$ cat src/rtl/mul_by_add_datapath.sv
// Datapath for multiply-by-repeated-addition: operand A, down-counting B, accumulator P,
// and a valid/ready result register. Optional build macro: MUL_ADD_ZERO_SKIP_EN.
module mul_by_add_datapath #(
    parameter int WIDTH = 8,
    parameter int PW    = 16
) (
    input  logic             clk,
    input  logic             rst,
    input  logic [WIDTH-1:0] data_in,
    input  logic             ldA,
    input  logic             ldB,
    input  logic             ldP,
    input  logic             clrP,
    input  logic             decB,
    input  logic             done,
    output logic             eqz,
    output logic [PW-1:0]    res_data,
    output logic             res_valid,
    input  logic             res_ready,
    output logic             res_ovf,
    output logic             busy
);

    typedef struct packed {
        logic [PW-1:0] data;
        logic          ovf;
        logic          valid;
    } res_t;

    logic [WIDTH-1:0] r_a;
    logic [WIDTH-1:0] r_b;
    logic [PW-1:0]    r_p;
    logic             r_ovf;
    logic             r_done_q;
    logic             r_busy;
    res_t             r_res;

    logic             w_b_nz;
    logic             w_step;
    logic [PW:0]      w_sum;
    logic             w_cap;

    assign w_b_nz = (r_b != '0);

`ifdef MUL_ADD_ZERO_SKIP_EN
    // A multiply by zero ends as soon as A is known to be zero.
    assign w_step = w_b_nz & (r_a != '0);
`else
    assign w_step = w_b_nz;
`endif

    assign eqz   = ~w_step;
    assign w_sum = {1'b0, r_p} + (PW+1)'(r_a);
    assign w_cap = done & ~r_done_q;

    always_ff @(posedge clk or posedge rst) begin
        if (rst) begin
            r_a <= '0;
        end else if (ldA) begin
            r_a <= data_in;
        end
    end

    // A load always beats a decrement; B saturates at zero.
    always_ff @(posedge clk or posedge rst) begin
        if (rst) begin
            r_b <= '0;
        end else if (ldB) begin
            r_b <= data_in;
        end else if (decB && w_step) begin
            r_b <= r_b - 1'b1;
        end
    end

    // Accumulate is gated on B != 0 so the controller's eqz-sampling cycle adds nothing.
    always_ff @(posedge clk or posedge rst) begin
        if (rst) begin
            r_p   <= '0;
            r_ovf <= 1'b0;
        end else if (clrP) begin
            r_p   <= '0;
            r_ovf <= 1'b0;
        end else if (ldP && w_step) begin
            r_p <= w_sum[PW-1:0];
            if (w_sum[PW]) begin
                r_ovf <= 1'b1;
            end
        end
    end

    always_ff @(posedge clk or posedge rst) begin
        if (rst) begin
            r_done_q <= 1'b0;
        end else begin
            r_done_q <= done;
        end
    end

    // A new operation start takes precedence over a coincident capture.
    always_ff @(posedge clk or posedge rst) begin
        if (rst) begin
            r_busy <= 1'b0;
        end else if (ldB) begin
            r_busy <= 1'b1;
        end else if (w_cap) begin
            r_busy <= 1'b0;
        end
    end

    // Capture beats a coincident handshake so a fresh product is never dropped.
    always_ff @(posedge clk or posedge rst) begin
        if (rst) begin
            r_res <= '0;
        end else if (w_cap) begin
            r_res.data  <= r_p;
            r_res.ovf   <= r_ovf;
            r_res.valid <= 1'b1;
        end else if (r_res.valid && res_ready) begin
            r_res.valid <= 1'b0;
        end
    end

    assign res_data  = r_res.data;
    assign res_ovf   = r_res.ovf;
    assign res_valid = r_res.valid;
    assign busy      = r_busy;

endmodule

$ cat config.mk
export PLATFORM = sky130hd
export DESIGN_NAME = mul_by_add_datapath
export DESIGN_NICKNAME = d
export VERILOG_FILES = /design/src/rtl/mul_by_add_datapath.sv
export SDC_FILE = /design/constraint.sdc
export NUM_CORES = 1
export LEC_CHECK = 0
export CORE_UTILIZATION = 45
export DETAILED_ROUTE_END_ITERATION = 10
export DONT_BUFFER_PORTS = 1
export MAX_ROUTING_LAYER = met4
export PLACE_DENSITY_LB_ADDON = 0.3
export SKIP_LAST_GASP = 1
export SYNTH_ARGS = -nofsm -noshare
export SYNTH_HDL_FRONTEND = slang
export SYNTH_SLANG_ARGS = --single-unit
$ cat constraint.sdc
create_clock -name clk -period 3 [get_ports clk]
set_clock_uncertainty 0.2 [all_clocks]
set_input_delay 0 -clock clk [delete_from_list [all_inputs] [get_ports clk]]
set_output_delay 0 -clock clk [all_outputs]
set_load 0.05 [all_outputs]
==> impl_results.md, run 1 <==
* CTS resizes at 0
* Count leader, synth: nand2_1
* Worst-path maximum fanout at 11
* Reg2reg end: r_b[1]$_DFFE_PP0P_
* Largest net degree at the start of global routing at 54
* CP startpoint kind: flop
* HP Start: done
* Post-Syn Instances at 279
* Root Buffer Master: clkbuf_8
* Critical path type: reg2reg
* Yosys top cell by area: dfrtp_1
* Clock tree from TritonCTS: built
* Max frequency at 360.0 MHz
* Total CTS buffers at 5
* WP data arrival at 2.82 ns
* DR iter-0 viols at 113
* Area occupied by multi-input gates at 1389 um^2
* RSZ-0062 raised after global routing: false
* Post-synth cell types at 47
* Non-filler cells, final at 378
* I/O Pins at 37
* Final worst-path setup slack at 0.2222 ns
* Overflow after GRT at 0
* Starting density of the core at 0.4706
* Post-Syn Nets at 307
* Final-report max-slew violation count at 0
* Commonest register cell after synthesis: dfrtp_1
* Post-CTS setup buffer count at 0
* Worst vdd ir at 0.0002422 V
* First-pass iteration count of the detailed router at 4
* Overall Power at 1.791 mW
* Synth top area cells: dfrtp_1 47%, nand2_1 7.9%, mux2_2 6.0%
* Netlist Area Pre-Place at 2803 um^2
* # rows at 28
* PD cells at 556.7 nW/um^2
* DR WL/cell at 15.18 um
* Final period utilization at 0.9259
* Pleak at 1.420 nW
* Flop2flop setup slack at 0.22 ns
* CP required at 3.05 ns
* Die Y at 80.92 um
* Ys async rst share at 1.000
* Top cells by count, synth: 59 x nand2_1, 53 x dfrtp_1, 16 x o21ai_0
* Clk pin slew, worst setup/hold paths at 0.10 ns
* Beginning of the critical path: r_b[0]$_DFFE_PP0P_
* IO Port Bufs at 0
* Layout cells sized above 1 at 0.1291
* Post-synth EDFFs at 0
* Least-Margin Pin Slew at 1.066 ns
* GRT Total Usage at 0.2026
* Average instance area after synthesis at 10.05 um^2
* Initial antenna violation count at 1
* Final wirelength at 5737 um
* Final nets at 329
* Yosys reg bits at 53
* CTS max path bufs at 2
* DP Cell Count at 345
* Hold Violations, Final at 0
* Worst hold path depth at 1
* Setup WS pre-CTS at 0.3589 ns
* Die Width at 80.92 um
* Worst Hold End: r_done_q$_DFF_PP0_
* Die area at 6548 um^2
* Max_slew headroom at 0.2883
* Worst Setup End Kind: flop
* Yosys warns at 0
* Status: finished, final reports clean
* Vias post-DR at 2031
* Core footprint at 5956 um^2
* Vias per inst at 5.373
* Clock sink count at 53
* Cells on worst reg2reg path at 7
* Util after Layout at 0.5401
* H-tree Lvls at 2
* DRC violations left at 0
* Placed Area at 2858 um^2
* R2r startpoint: r_b[0]$_DFFE_PP0P_
* Hold Path Class: in2reg
* Min Tclk post-route at 2.778 ns
* Design area at 3217 um^2
* Post-synthesis sequential area ratio at 0.4732
* First-pass GRT wire length at 9811 um
* Hold slack at 0.05817 ns
* Register Area at 1326 um^2
* Syn-to-layout area delta at 14.78%
* Setup TNS at 0 ns
* Final setup violation count at 0
* Fillers at 575
* Synth top area share at 0.4732
* Final Wtd Congestion at 0.8646
* Worst-skew pair later-pin latency at 0.31 ns
* Post-DP HPWL at 3893 um
* Vias in the first global route at 2003
* Maxcap violations at 0
* ANT nets after route at 0
[metal layers]
metal | GRT usage | vias up | share of wire
li1 | - | 1017 | -
met1 | 0.2779 | 957 | 0.50
met2 | 0.3059 | 50 | 0.43
met3 | 0.03596 | 7 | 0.057
met4 | 0.05893 | 0 | 0.013
met5 | - | - | 0
[where the power goes]
group | internal (mW) | switching (mW) | total (mW)
combinational | 0.166 | 0.204 | 0.371
clock | 0.272 | 0.236 | 0.508
sequential | 0.777 | 0.134 | 0.912
[worst max path at each step]
| stage | to | cells after the start |
|---|---|---|
| CTS | r_b[1]$_DFFE_PP0P_ | 7 |
| global route | r_p[2]$_DFFE_PP0P_ | 7 |
| floorplan | r_p[10]$_DFFE_PP0P_ | 7 |
| detailed placement | r_p[10]$_DFFE_PP0P_ | 7 |
| global placement | r_p[14]$_DFFE_PP0P_ | 7 |
| finish | r_b[1]$_DFFE_PP0P_ | 7 |
[cell type report]
type,instances,share of cell area
multi-input combinational,206,0.4317
sequential,53,0.4123
timing repair buffer,26,0.07935
tap,75,0.02917
clock buffer,7,0.02684
inverter,9,0.01050
clock inverter,1,0.009335
antenna,1,0.0007779
[kinds of logic after synthesis]
group / after synthesis / synth area share
flip-flops: 53 / 0.4732
adder cells (fa/ha/maj): 11 / 0.05179
AO/OA/AOI/OAI: 57 / 0.1518
multiplexers: 17 / 0.06919
buffers and inverters: 20 / 0.03125
AND/OR/NAND/NOR: 112 / 0.1946
XOR/XNOR: 9 / 0.02813
[cells in the final DEF (no fill, tap or decap), drive strengths merged, types with 5 or more instances in the layout]
master,netlist,final
clkbuf,8,7
xor2,6,6
nor2,13,13
inv,9,9
nand3b,6,6
nand2,59,59
ha,10,10
dlygate4sd3,0,24
nand2b,5,5
nor2b,8,8
mux2,16,16
o21ai,19,19
a211oi,6,6
a21oi,7,7
a2111oi,5,5
o211ai,7,7
dfrtp,53,53
[critical path, cell delays in order, from the launching register on]
cell           delay [ns]
dfrtp_1              0.40
inv_1                0.12
ha_1                 0.15
or4b_4               0.57
o21ai_2              0.20
mux2_2               0.35
o21ai_0              0.15
dlygate4sd3_1        0.57
[registers in the layout, summed over array words and instances (netlist names)]
name       cells
res_data      16
r_a            8
res_valid      1
busy           1
r_done_q       1
r_b            8
res_ovf        1
r_ovf          1
r_p           16
[timing repair]
action	4_1_cts	5_1_grt
endpoints found under the setup margin	0	0
hold buffers	24	0
endpoints found under the hold margin	103	0
Power figures use the tool's default switching activity.
==> inputs of run 2 (changes only) <==
==> constraint.sdc (replaced) <==
create_clock -name clk -period 2.7 [get_ports clk]
set_clock_uncertainty 0.2 [all_clocks]
set_input_delay 0 -clock clk [delete_from_list [all_inputs] [get_ports clk]]
set_output_delay 0 -clock clk [all_outputs]
set_load 0.05 [all_outputs]
==> run 2 against run 1 <==
- register-to-register slack worse by 0.09 ns
- combinational power is 12% higher
- design area is 0.12% lower
- non-clock buffer count is 4 higher
- critical path depth stayed put
- global-route usage hardly changed
- power is 4.4% higher
- fmax is 8.2% higher
- clock-buffer cell count stayed put
- flip-flop and latch count stayed put
- final cell count is 0.79% higher
- critical endpoint is now r_b[4]$_DFFE_PP0P_
- largest cell class unchanged
==> impl_results.md, run 2 (synthesis gave the netlist of run 1 again) <==
* Worst Setup End Kind: flop
* Worst-path maximum fanout at 7 (-4)
* Total CTS buffers at 5 (unchanged)
* DR iter-0 viols at 107 (-5.3%)
* Most common cell after layout, fill and taps aside: nand2_1
* Clk pin slew, worst setup/hold paths at 0.09 ns (about the same)
* IO Port Bufs at 0 (unchanged)
* Clock tree from TritonCTS: built
* Final Wtd Congestion at 0.8333 (-3.6%)
* Final setup violation count at 0 (unchanged)
* Met2 Track Usage GR at 0.3160 (+0.01008)
* Overflow after GRT at 0 (unchanged)
* Critical-path cell list: inv_1, ha_1, or4b_4, o211ai_2, o21ai_1, mux2_2, dlygate4sd3_1
* Vias post-DR at 2028 (-0.15%)
* Worst-skew pair later-pin latency at 0.30 ns (about the same)
* Least-Margin Pin Slew at 0.9446 ns (-0.1213 ns)
* Critical path depth at 7 (unchanged)
* CP required at 2.69 ns (-0.36 ns)
* Antenna Cells at 0 (-1)
* Post-DP HPWL at 4050 um (+4.0%)
* Buf/Inv on CP at 2 (unchanged)
* Core footprint at 5956 um^2 (unchanged)
* Layout cells sized above 1 at 0.1405 (+0.01138)
* Status: finished, final reports clean
* CP startpoint kind: flop
* H-tree Lvls at 2 (unchanged)
* Critical path type: reg2reg
* Initial antenna violation count at 0 (-1)
* I/O Pins at 37 (unchanged)
* Pleak at 1.414 nW (-0.37%)
* Clock sink count at 53 (unchanged)
* GRT met1 Usage at 0.2692 (-0.008720)
* Largest net degree at the start of global routing at 32 (-41%)
* Flop2flop setup slack at 0.13 ns (-0.09 ns)
* Setup TNS at 0 ns (unchanged)
* CTS max path bufs at 2 (unchanged)
* PD cells at 582.0 nW/um^2 (+4.5%)
* Worst vdd ir at 0.0002657 V (+9.7%)
* Die area at 6548 um^2 (unchanged)
* Final nets at 333 (+1.2%)
* ANT nets after route at 0 (unchanged)
* Final wirelength at 5810 um (+1.3%)
* Hold Violations, Final at 0 (unchanged)
* Syn-to-layout area delta at 14.64%
* Maxcap violations at 0 (unchanged)
* Max_slew headroom at 0.3682 (+0.07984)
* Min Tclk post-route at 2.566 ns (-0.2115 ns)
* Top delay family on crit path: buffers and inverters
* # rows at 28 (unchanged)
* Root Buffer Master: clkbuf_8
* Overall Power at 1.870 mW (+4.4%)
* Critical path's slowest cell: dlygate4sd3_1
* Most frequent cells in the layout: 59 x nand2_1, 53 x dfrtp_1, 24 x dlygate4sd3_1, 16 x o21ai_0, 15 x mux2_2
* R2r startpoint: r_b[1]$_DFFE_PP0P_
* WP data arrival at 2.56 ns (-0.26 ns)
* Beginning of the critical path: r_b[1]$_DFFE_PP0P_
* Starting density of the core at 0.4706 (unchanged)
* Max frequency at 389.7 MHz (+8.2%)
* Cells on worst reg2reg path at 7 (unchanged)
* GRT Total Usage at 0.2028 (about the same)
* DRC violations left at 0 (unchanged)
* Hold Path Class: in2async
* Die Width at 80.92 um (unchanged)
* Vias in the first global route at 1956 (-2.3%)
* RSZ-0062 raised after global routing: false
* Top Usage Layer GRT: met2
* Reg2reg end: r_b[4]$_DFFE_PP0P_
* Met3 GRT Util at 0.04045 (+0.004494)
* Final-report max-slew violation count at 0 (unchanged)
* Final period utilization at 0.9505 (+0.02453)
* Die Y at 80.92 um (unchanged)
* First-pass iteration count of the detailed router at 4 (unchanged)
* Slowest stage delay, CP at 0.55 ns (-0.02 ns)
* DR WL/cell at 15.25 um (+0.48%)
* Vias per inst at 5.323 (-0.93%)
* First-pass GRT wire length at 9729 um (-0.84%)
-- run 2: cell types whose count changed in the layout (fill, tap and decap cells not counted), sizes merged --
cell and delta:
buf +4, bufinv -1, clkinvlp +1, diode -1
-- run 2: worst max-delay path by stage --
| stage | end | slack [ns] |
|---|---|---|
| 5_1_grt | r_p[14]$_DFFE_PP0P_ | 0.004 |
| 4_1_cts | r_b[4]$_DFFE_PP0P_ | 0.01 |
| 6_report | r_b[4]$_DFFE_PP0P_ | 0.13 |
| 2_1_floorplan | r_p[10]$_DFFE_PP0P_ | 0.30 |
| 3_3_place_gp | r_p[10]$_DFFE_PP0P_ | 0.28 |
| 3_5_place_dp | r_p[9]$_DFFE_PP0P_ | 0.22 |
-- run 2: stage by stage --
step / std cells / util / instance area (um^2) / worst slack [ns] / hold WS [ns]
2_1_floorplan: 279 / - / 2803 / 0.3041 / -0.1686
3_3_place_gp: 348 / 0.4836 / 2880 / 0.2755 / -0.2723
3_5_place_dp: 348 / 0.4836 / 2880 / 0.2205 / -0.2736
4_1_cts: 380 / 0.5380 / 3204 / 0.01324 / 0.04850
5_1_grt: 381 / 0.5395 / 3213 / 0.004259 / 0.06673
6_report: 381 / 0.5395 / 3213 / 0.1338 / 0.03543
-- run 2: worst min-delay path, cell delays in order --
cell and delay (ns):
dlygate4sd3_1 0.55, inv_2 0.06, buf_4 0.36
-- run 2: final cells by class --
type / count / area (um^2)
tap: 75 / 93.84
sequential: 53 / 1326
clock inverter: 1 / 7.507
inverter: 9 / 33.78
timing repair buffer: 30 / 285.3
clock buffer: 7 / 76.32
fill: 562 / 2743
multi-input combinational: 206 / 1390
-- run 2: metal layers --
metal | vias up | share of wire | wire [um]
met5 | - | 0 | 0
met4 | 0 | 0.0064 | 37
met3 | 4 | 0.035 | 206
met2 | 35 | 0.46 | 2664
met1 | 965 | 0.50 | 2902
li1 | 1024 | - | -
-- run 2: repair_timing --
| item | 4_1_cts | 5_1_grt |
|---|---|---|
| hold endpoints to repair | 103 | 0 |
| setup buffers | 0 | 1 |
| hold buffers | 24 | 0 |
| resized for setup | 0 | 2 |
| endpoints found under the setup margin | 0 | 6 |
-- run 2: report_power, final --
| group | internal (mW) | total (mW) | switching (mW) |
|---|---|---|---|
| clock | 0.184 | 0.440 | 0.256 |
| sequential | 0.864 | 1.01 | 0.149 |
| combinational | 0.186 | 0.417 | 0.231 |
| total | 1.23 | 1.87 | 0.636 |
==> inputs of run 3 (changes only) <==
--- a/config.mk
+++ b/config.mk
@@ -5,6 +5,7 @@
 export SDC_FILE = /design/constraint.sdc
 export NUM_CORES = 1
 export LEC_CHECK = 0
+export CORE_MARGIN = 4
 export CORE_UTILIZATION = 45
 export DETAILED_ROUTE_END_ITERATION = 10
 export DONT_BUFFER_PORTS = 1
==> constraint.sdc (replaced) <==
create_clock -name clk -period 2.7 [get_ports clk]
set_clock_uncertainty 0.2 [all_clocks]
set_input_delay 0.27 -clock clk [delete_from_list [all_inputs] [get_ports clk]]
set_output_delay 0.27 -clock clk [all_outputs]
set_load 0.05 [all_outputs]
==> run 3 against run 2 <==
- power is 0.38% lower
- critical path depth stayed put
- global-route usage is 2.1 points lower
- wire length is 4.0% higher
- flip-flop and latch count stayed put
- fmax is 2.2% higher
- clock power is 3% higher
- final cell count is 2.4% lower
- critical path type unchanged
- critical endpoint is now r_p[10]$_DFFE_PP0P_
- largest cell class unchanged
- highest routed layer unchanged
==> impl_results.md, run 3 (synthesis gave the netlist of run 1 again) <==
* Critical-path cell list: ha_1, inv_1, fa_1, nor2b_1, o211ai_1, a2111oi_1, mux2_2
* Sequential power share at 0.543 (about the same)
* Hold Violations, Final at 0 (unchanged)
* DRC violations left at 0 (unchanged)
* DR iter-0 viols at 104 (-2.8%)
* Final-report max-slew violation count at 0 (unchanged)
* Non-filler cells, final at 372 (-2.4%)
* First-pass GRT wire length at 10440 um (+7.3%)
* Clk pin slew, worst setup/hold paths at 0.09 ns (about the same)
* Reg2reg end: r_p[10]$_DFFE_PP0P_
* Most frequent cells in the layout: 59 x nand2_1, 53 x dfrtp_1, 16 x o21ai_0, 16 x dlygate4sd3_1, 15 x mux2_2
* CP startpoint kind: flop
* WP data arrival at 2.50 ns (-0.06 ns)
* Vias post-DR at 2031 (+0.15%)
* Clock sink count at 53 (unchanged)
* Least-Margin Pin Slew at 0.7999 ns (-0.1447 ns)
* Flop2flop setup slack at 0.19 ns (+0.06 ns)
* Worst-path maximum fanout at 4 (-3)
* GRT Total Usage at 0.1818 (-0.02104)
* Hold slack at 0.007463 ns (-0.02796 ns)
* Maxcap violations at 0 (unchanged)
* H-tree Lvls at 2 (unchanged)
* Final period utilization at 0.9298 (-0.02066)
* Worst hold path depth at 2
* Root Buffer Master: clkbuf_8
* Most common cell after layout, fill and taps aside: nand2_1
* Clock tree from TritonCTS: built
* Final setup violation count at 0 (unchanged)
* Starting density of the core at 0.4678 (-0.002752)
* Die Width at 86.92 um (+7.4%)
* Overflow after GRT at 0 (unchanged)
* DP Cell Count at 349 (+0.29%)
* Vias in the first global route at 2124 (+8.6%)
* Vias per inst at 5.460 (+2.6%)
* Post-DP HPWL at 4254 um (+5.0%)
* Pleak at 1.386 nW (-2.0%)
* Internal at 1.238 mW (+0.32%)
* CP required at 2.69 ns (about the same)
* Worst-skew pair later-pin latency at 0.30 ns (about the same)
* Worst vdd ir at 0.0003432 V (+29%)
* Status: finished, final reports clean
* Total CTS buffers at 5 (unchanged)
* RSZ-0062 raised after global routing: true
* Hold Path Class: in2reg
* Clk pwr share at 0.243 (+0.008)
* Layout cells sized above 1 at 0.1414 (+0.0008913)
* Die area at 7555 um^2 (+15%)
* IO Port Bufs at 0 (unchanged)
* Worst Hold End: r_p[12]$_DFFE_PP0P_
* PD cells at 593.9 nW/um^2 (+2.0%)
* Antenna Cells at 0 (unchanged)
* NetSw at 0.6245 mW (-1.7%)
* Max_slew headroom at 0.4667 (+0.09856)
* # rows at 28 (unchanged)
* Final Wtd Congestion at 0.8646 (+3.8%)
* Core footprint at 5991 um^2 (+0.59%)
* Syn-to-layout area delta at 11.92%
* Cells on worst reg2reg path at 7 (unchanged)
* Final nets at 325 (-2.4%)
* CTS max path bufs at 2 (unchanged)
* Worst Setup End Kind: flop
* Max frequency at 398.3 MHz (+2.2%)
* R2r startpoint: r_p[0]$_DFFE_PP0P_
* Initial antenna violation count at 0 (unchanged)
* Final wirelength at 6040 um (+4.0%)
* Critical path's slowest cell: a2111oi_1
* I/O Pins at 37 (unchanged)
* Combinational Power Share at 0.214 (-0.009)
* Critical path type: reg2reg
* First-pass iteration count of the detailed router at 4 (unchanged)
* Fillers at 561 (-0.18%)
* Slowest stage delay, CP at 0.43 ns (-0.12 ns)
* Min Tclk post-route at 2.510 ns (-0.05578 ns)
* HP Start: clrP
* ANT nets after route at 0 (unchanged)
* Switching part of the total at 0.3353 (-0.004654)
* DR WL/cell at 16.24 um (+6.5%)
* Die Y at 86.92 um (+7.4%)
* Largest net degree at the start of global routing at 31 (-3.1%)
==> run 3: changes by cell type in the layout (fill, tap and decap cells not counted), sizes merged <==
| cell | before | now |
|---|---|---|
| clkinvlp | 1 | 0 |
| dlygate4sd3 | 24 | 16 |
==> run 3: worst max-delay path, delay by kind of cell (launching register included) <==
family / cells / cell delay, ns
DFF: 1 / 0.38
AOI/OAI and AO/OA: 2 / 0.62
muxes: 1 / 0.38
adders and majority gates: 2 / 0.59
buffers and inverters: 1 / 0.06
and+or+nand+nor: 1 / 0.16
==> run 3: layout make-up <==
type                    count  area, um^2  share of cell area
clock buffers               7       86.33             0.02752
inverters                   9       33.78             0.01077
multi-input cells         206        1391              0.4436
flip-flops and latches     53        1326              0.4228
well taps                  75       93.84             0.02992
repair buffers             22       205.2             0.06542
==> run 3: metal layers <==
layer  global-route usage  up-vias  part of all wire
met4              0.04816        0             0.013
met2               0.2795       49              0.45
met3              0.03784        7             0.050
met5                    -        -                 0
li1                     -     1007                 -
met1               0.2453      968              0.49
==> run 3: what timing repair did <==
action,CTS,global route
endpoints found under the hold margin,58,0
buffers inserted,0,0
hold buffers,16,0
resized for setup,0,2
setup endpoints to repair,0,2
==> run 3: power by group through the flow <==
stage	Combinational (mW)	Sequential [mW]	Clock, mW
floorplan	0.309	1.01	0
global placement	0.361	1.02	0
detailed placement	0.368	1.03	0
CTS	0.401	1.01	0.463
global route	0.458	1.02	0.493
finish	0.399	1.01	0.453
==> run 3: how the worst max path moves through the flow <==
stage | slack, ns | to | start
floorplan | 0.30 | r_p[10]$_DFFE_PP0P_ | r_p[0]$_DFFE_PP0P_
global placement | 0.27 | r_p[14]$_DFFE_PP0P_ | r_p[0]$_DFFE_PP0P_
detailed placement | 0.16 | r_p[10]$_DFFE_PP0P_ | r_p[0]$_DFFE_PP0P_
CTS | 0.15 | r_p[10]$_DFFE_PP0P_ | r_p[0]$_DFFE_PP0P_
global route | -0.02 | r_p[14]$_DFFE_PP0P_ | r_p[0]$_DFFE_PP0P_
finish | 0.19 | r_p[10]$_DFFE_PP0P_ | r_p[0]$_DFFE_PP0P_
==> run 3: through the flow <==
stage	utilization	power, mW	setup TNS, ns	setup WS (ns)	cell area (um^2)
after CTS	0.5232	1.876	0	0.1519	3134
after global routing	0.5236	1.973	-0.01957	-0.01957	3137
after floorplan	-	1.318	0	0.3041	2803
final	0.5236	1.863	0	0.1896	3137
after global placement	0.4820	1.385	0	0.2704	2888
after detailed placement	0.4820	1.396	0	0.1597	2888
